**src/rtl/inst_loader.sv**
```systemverilog
// Program-image loader: streams machine-code words into instruction memory
// from address 0 upward, keeping a running XOR checksum of the image.
module inst_loader #(
  parameter int IW = 10,
  parameter int DW = 9
) (
  input  logic          clk,
  input  logic          rst_n,
  input  logic          start,
  input  logic [IW-1:0] length,
  input  logic          abort,
  input  logic          in_valid,
  input  logic [DW-1:0] in_data,
  output logic          in_ready,
  output logic          wr_en,
  output logic [IW-1:0] wr_addr,
  output logic [DW-1:0] wr_data,
  output logic          busy,
  output logic          done,
  output logic          loaded,
  output logic [DW-1:0] checksum
);

  localparam logic [IW-1:0] ONE = IW'(1);

  typedef enum logic [1:0] {S_IDLE, S_LOAD, S_FINISH, S_DONE} state_t;

  state_t        state, state_nx;
  logic [IW-1:0] cnt_p0, len_p0;
  logic          accept_p0, last_word_p0;
  logic          wr_en_p1;
  logic [IW-1:0] wr_addr_p1;
  logic [DW-1:0] wr_data_p1, checksum_p1;
  logic          loaded_q;

  // Length of 0 wraps len-1 to all-ones, i.e. a full 2**IW-word image
  always_comb begin
    in_ready     = (state == S_LOAD) && !abort;
    accept_p0    = in_valid && in_ready;
    last_word_p0 = (cnt_p0 == (len_p0 - ONE));
    busy         = (state == S_LOAD) || (state == S_FINISH);
    done         = (state == S_DONE);
  end

  always_comb begin
    state_nx = state;
    case (state)
      S_IDLE:   if (start) state_nx = S_LOAD;
      S_LOAD: begin
        if (abort)                         state_nx = S_IDLE;
        else if (accept_p0 && last_word_p0) state_nx = S_FINISH;
      end
      S_FINISH: state_nx = abort ? S_IDLE : S_DONE;
      S_DONE:   state_nx = S_IDLE;
      default:  state_nx = S_IDLE;
    endcase
  end

  always_ff @(posedge clk or negedge rst_n) begin
    if (!rst_n) state <= S_IDLE;
    else        state <= state_nx;
  end

  // p0 -> p1: accepted word becomes a registered memory write
  always_ff @(posedge clk or negedge rst_n) begin
    if (!rst_n) begin
      cnt_p0      <= '0;
      len_p0      <= '0;
      wr_en_p1    <= 1'b0;
      wr_addr_p1  <= '0;
      wr_data_p1  <= '0;
      checksum_p1 <= '0;
      loaded_q    <= 1'b0;
    end else begin
      wr_en_p1 <= accept_p0;
      if (state == S_IDLE && start) begin
        len_p0      <= length;
        cnt_p0      <= '0;
        checksum_p1 <= '0;
        loaded_q    <= 1'b0;
      end
      if (accept_p0) begin
        wr_addr_p1  <= cnt_p0;
        wr_data_p1  <= in_data;
        checksum_p1 <= checksum_p1 ^ in_data;
        // Counter parks on the final address so it never wraps
        if (!last_word_p0) cnt_p0 <= cnt_p0 + ONE;
      end
      if (state == S_FINISH && !abort) loaded_q <= 1'b1;
    end
  end

  assign wr_en    = wr_en_p1;
  assign wr_addr  = wr_addr_p1;
  assign wr_data  = wr_data_p1;
  assign checksum = checksum_p1;
  assign loaded   = loaded_q;

endmodule

```
**config.mk**
```make
export PLATFORM = sky130hd
export DESIGN_NAME = inst_loader
export DESIGN_NICKNAME = d
export VERILOG_FILES = /design/src/rtl/inst_loader.sv
export SDC_FILE = /design/constraint.sdc
export NUM_CORES = 1
export LEC_CHECK = 0
export CAP_MARGIN = 20
export CELL_PAD_IN_SITES_DETAIL_PLACEMENT = 1
export CELL_PAD_IN_SITES_GLOBAL_PLACEMENT = 2
export CORE_ASPECT_RATIO = 0.7
export CORE_MARGIN = 5
export CORE_UTILIZATION = 28
export DETAILED_ROUTE_END_ITERATION = 12
export GPL_ROUTABILITY_DRIVEN = 0
export PLACE_DENSITY_LB_ADDON = 0.1
export SLEW_MARGIN = 10
export SYNTH_ARGS = -nofsm -noshare
export SYNTH_HDL_FRONTEND = slang
export SYNTH_SLANG_ARGS = --single-unit
```
**constraint.sdc**
```tcl
create_clock -name clk -period 2.1 [get_ports clk]
set_input_delay 0.42 -clock clk [delete_from_list [all_inputs] [get_ports clk]]
set_output_delay 0.42 -clock clk [all_outputs]
set_load 0.02 [all_outputs]
```
* Word level (Yosys, flattened, before mapping)
Cells that the tools add are included.
** Operators by class
- $add $sub $neg :: 2
- Equal/unequal tests :: 6
- Multiplexer cells :: 12
- Bitwise gates (word level) :: 1
- Reduce and logical (&&, ||, !) cells :: 11
** Operator list (number)
- 10-bit two-way mux :: 3
- 9-bit two-way mux :: 2
- 10-bit by 1-bit adder with 10-bit output, second input constant :: 1
- 10-bit equality test :: 1
- 10-bit by 1-bit subtractor with 10-bit output, second input constant :: 1
- 9-bit bitwise XOR :: 1
- 2-bit two-way mux :: 4
- 2-bit case mux with 4 select lines :: 1
- 1-bit logical AND :: 5
- 2-bit equality test, second input constant :: 2
- 2-bit nonzero test :: 2
- 3-bit by 2-bit != test with 1-bit output, second input constant :: 1
- 2-bit by 1-bit equality test with 1-bit output, second input constant :: 1
- 2-bit zero test :: 1
- 1-bit two-way mux :: 2
- 2-bit != test, second input constant :: 1
- 2-bit AND reduction :: 1
- 1-bit zero test :: 1
- 1-bit logical OR :: 1
** Word-level totals
- Register bits after elaboration :: 52
- Input port bits :: 24
- Output and inout port bits :: 33
- Logic and storage cells :: 40

* Logic depth before layout (Yosys ltp)
- Word-level depth :: 7
- Depth in mapped cells :: 10
- Depth with buffers taken out :: 9

* Worst setup path after synthesis
No wires, ideal clock.
- Path type :: reg-to-reg
- From :: reg len_p0[0]
- To :: reg cnt_p0[6]
- Setup time :: 124 ps
- Arrival time :: 2201 ps
- Required time :: 1976 ps
- Setup slack :: -224 ps
- Stages on the path, launching flop included :: 11
- Path buffers :: 1
- Clock period less this slack :: 2324 ps
- Cells stage by stage :: dfrtp_1 -> inv_1 -> ha_1 -> nor3b_2 -> nor3_1 -> a21oi_1 -> nor4_4 -> a31oi_4 -> buf_6 -> nor3b_1 -> a211o_1
** Between the ends
- Word-level cells in the longest chain between the ends :: 4
** Ends and longest elaborated chain
- start, declared :: RTL line 29 : logic [IW-1:0] cnt_p0, len_p0;
- start signal, assigned :: RTL line 77 : len_p0 <= length;
- 10-bit by 1-bit subtractor with 10-bit output :: RTL line 40 : last_word_p0 = (cnt_p0 == (len_p0 - ONE));
- 10-bit equality test :: RTL line 40
- 10-bit two-way mux :: RTL line 87 : if (!last_word_p0) cnt_p0 <= cnt_p0 + ONE;
- 10-bit two-way mux :: RTL line 82 : if (accept_p0) begin
- end signal, assigned :: RTL line 87
- end, declared :: RTL line 29
Every way passes these cells.
A chain may end at the register's enable or synchronous reset.

* Final worst setup path
- From :: reg len_p0[0]
- To :: reg cnt_p0[2]
The elaborated chain is that of the path after synthesis.

==> impl_metrics.yaml <==
cells_and_area:
  final_nets: 391
  area_delta_synth_final_pct: 47.3
  drive_gt1_share_pct: 23.5
  diodes: 0
  final_common_cell: "nand2_1"
  fin_util_pct: 42.4
  postLayoutCellArea_mm2: 0.00385
  stdcell_count: 485
  mostFrequentLayoutCells: "nand2_1 (76), clkdlybuf4s50_1 (53), dfrtp_1 (50)"
status:
  status: "finished with violations"
  violations: "setup timing"
timing:
  finalCriticalPeriod_ns: 2.28
  hold_viol: 0
  slew_violations: 0
  rsz0062_at_grt: "true"
  fmax_ghz: 0.438
  finalSetupViolations: 12
  setup_ws_ns: -0.183
  slew_headroom_pct: 78.0
  skew_ns: 0.00689
  tightest_slew_ns: 0.329
  finalCritPeriodShare_pct: 109
cts:
  htreeDepth: 2
  clk_pin_slew_ns: 0.08
  cts_buffers: 5
  cts_tree: "done"
  max-clock-path-buffers: 2
  clock_latency_ns: 0.30
  cts_hold_buffers: 0
  root_buffer: "clkbuf_16"
  cts_sinks: 52
setup_path:
  slowest_delay_ns: 0.44
  path_max_fanout: 5
  arrival_ns: 2.47
  path_buf_inv: 2
  crit_required_ns: 2.29
  cp_slowest_cell: "dfrtp_2"
  cp-startpoint: "len_p0[0]$_DFFE_PN0P_"
  crit_family: "compound AO/OA/AOI/OAI gates"
  cp-end-kind: "flop"
  crit_chain: "buf_4, nor4_2, buf_4, a21oi_1, a31oi_1, a21oi_2, a31oi_4, a21oi_4, a221o_1"
  critical_path_class: "reg -> reg"
  crit_top_cell: "buf_4"
  start_kind: "flop"
  r2r_start: "len_p0[0]$_DFFE_PN0P_"
routing:
  wl_per_cell_um: 15.2
  remaining_drc_errors: 0
  final_antenna_net_count: 0
  totalWireLength_mm: 7.39
  num_vias: 2219
  wl_met1_mm: 3.92
  top_layer_used: "met4"
  first_pass_iters: 4
  via_per_inst: 4.58
  drt-initial-drc-count: 85
  wl_met2_mm: 3.15
  wl_met3_um: 271
yosys:
  ys.flop_type: "dfrtp_1"
  ys_warn_count: 0
  netlist_instances: 268
  yosysUniqueCellTypes: 39
  async_flop_share_pct: 100
  synth-edff-count: 0
  synth.cell_area_mm2: 0.00261
  synth_fp_nets: 299
  ys_seq_area_share_pct: 49.8
  ys_ff_latch: 52
  syn_area_per_cell_um2: 9.74
power:
  peakVddDrop_uv: 439
  p_leak_nw: 1.81
  power_density_mw_per_mm2: 1200
floorplanning:
  die_x_um: 125
  start_util_pct: 28.8
  coreArea_mm2: 0.00907
  die_h_um: 90.8
  io_pins: 57
  rows: 29
  die-area_mm2: 0.0114
grt:
  grt-ovfl-total: 0
  grt_max_degree: 53
  track_usage_pct: 13.2
  grt_pass1_wl_mm: 12.3
  antenna_found_initial: 0
  grt_pass1_vias: 2354
placement:
  placed_cells: 469
  hpwlAfterDp_mm: 5.19
  port_buffers: 56
  dpl_worst_slack_ns: -0.168
  dpl_cell_area_mm2: 0.00355
hold_path:
  hp-class: "in -> async"
run:
  drv_cap: 0
## registers in the layout, summed over array words and instances, names as in the netlist
name	cells
state	2
checksum	9
wr_data	9
wr_addr	10
wr_en	1
len_p0	10
cnt_p0	10
loaded	1
## worst reg2reg max path, stage by stage (launching register included)
cell,delay (ns)
dfrtp_2,0.44
buf_4,0.14
nor4_2,0.23
buf_4,0.18
a21oi_1,0.07
a31oi_1,0.23
a21oi_2,0.14
a31oi_4,0.31
a21oi_4,0.09
a221o_1,0.36
## metal layers
layer / vias to the layer above / global-route usage [%]
met4: 0 / 2.98
met5: - / 0
met2: 33 / 19.1
met1: 1083 / 19.5
met3: 5 / 3.66
li1: 1098 / -
## power by group
group | total [mW] | internal, mW | switching [mW]
sequential | 1.58 | 1.30 | 0.280
clock | 0.845 | 0.447 | 0.397
combinational | 2.20 | 1.10 | 1.10
## cells by family after synthesis
| group | Yosys count | synth area share [%] |
|---|---|---|
| compound gates | 43 | 11.1 |
| xor+xnor | 14 | 4.98 |
| fa+ha+maj | 7 | 3.35 |
| buf+inv | 18 | 3.16 |
| flops | 52 | 49.8 |
| mux | 13 | 5.51 |
| simple gates | 121 | 22.0 |
## timing repair
action                                  4_1_cts  5_1_grt
cloned                                        0        2
endpoints found under the setup margin       16       18
pin swaps                                     2       13
buffers inserted                              1        5
resized for setup                             6       22
endpoints found under the hold margin         0        0
## cells in the mapped netlist (2+ instances only)
library cell | count | area, µm²
inv_1 | 7 | 26.3
nand3_1 | 5 | 25.0
xor2_1 | 10 | 87.6
a21oi_1 | 5 | 25.0
nand4_1 | 2 | 12.5
nor2b_1 | 4 | 25.0
nor2_1 | 8 | 30.0
ha_1 | 7 | 87.6
a22o_1 | 3 | 26.3
nand2b_1 | 3 | 18.8
a221o_1 | 3 | 30.0
buf_1 | 2 | 7.51
a31oi_1 | 3 | 18.8
buf_6 | 2 | 22.5
nand2_1 | 78 | 293
a211o_1 | 2 | 17.5
nor3_1 | 5 | 25.0
nor4_2 | 2 | 25.0
o21ai_0 | 20 | 100
and3_1 | 6 | 37.5
mux2i_1 | 2 | 20.0
mux2_2 | 11 | 124
xnor2_1 | 3 | 26.3
nor3b_1 | 3 | 22.5
clkbuf_1 | 7 | 26.3
dfrtp_1 | 52 | 1300
## layout make-up
cell class                      count  area [µm²]
Clock inverter                      3        22.5
Inverter                            7        26.3
Sequential cell                    52        1300
Clock buffer                        5         125
Timing Repair Buffer               95         908
Tap cell                          124         155
Fill cell                        1050        5220
Multi-Input combinational cell    199        1310
## final timing paths
kind | cells after the start | end | slack, ns
hold / removal | 2 | loaded$_DFFE_PN0P_ | 0.11
hold reg to reg | 2 | wr_addr[4]$_DFFE_PN0P_ | 0.47
setup reg to reg | 9 | cnt_p0[2]$_DFF_PN0_ | -0.18
setup / recovery | 9 | cnt_p0[2]$_DFF_PN0_ | -0.18
min in group clk | 2 | wr_addr[4]$_DFFE_PN0P_ | 0.47
max in group asynchronous | 2 | wr_data[1]$_DFFE_PN0P_ | 1.74
## per-stage QoR
stage | hold slack, ns | total power, mW | TNS (ns)
after floorplan | 0.124 | 2.70 | -0.104
after global placement | 0.438 | 3.64 | -1.31
after detailed placement | 0.445 | 3.67 | -2.12
after CTS | 0.122 | 4.57 | -1.01
after global routing | 0.142 | 4.95 | -3.10
final | 0.110 | 4.63 | -1.45
No activity file was read; power rests on OpenSTA's default activity.
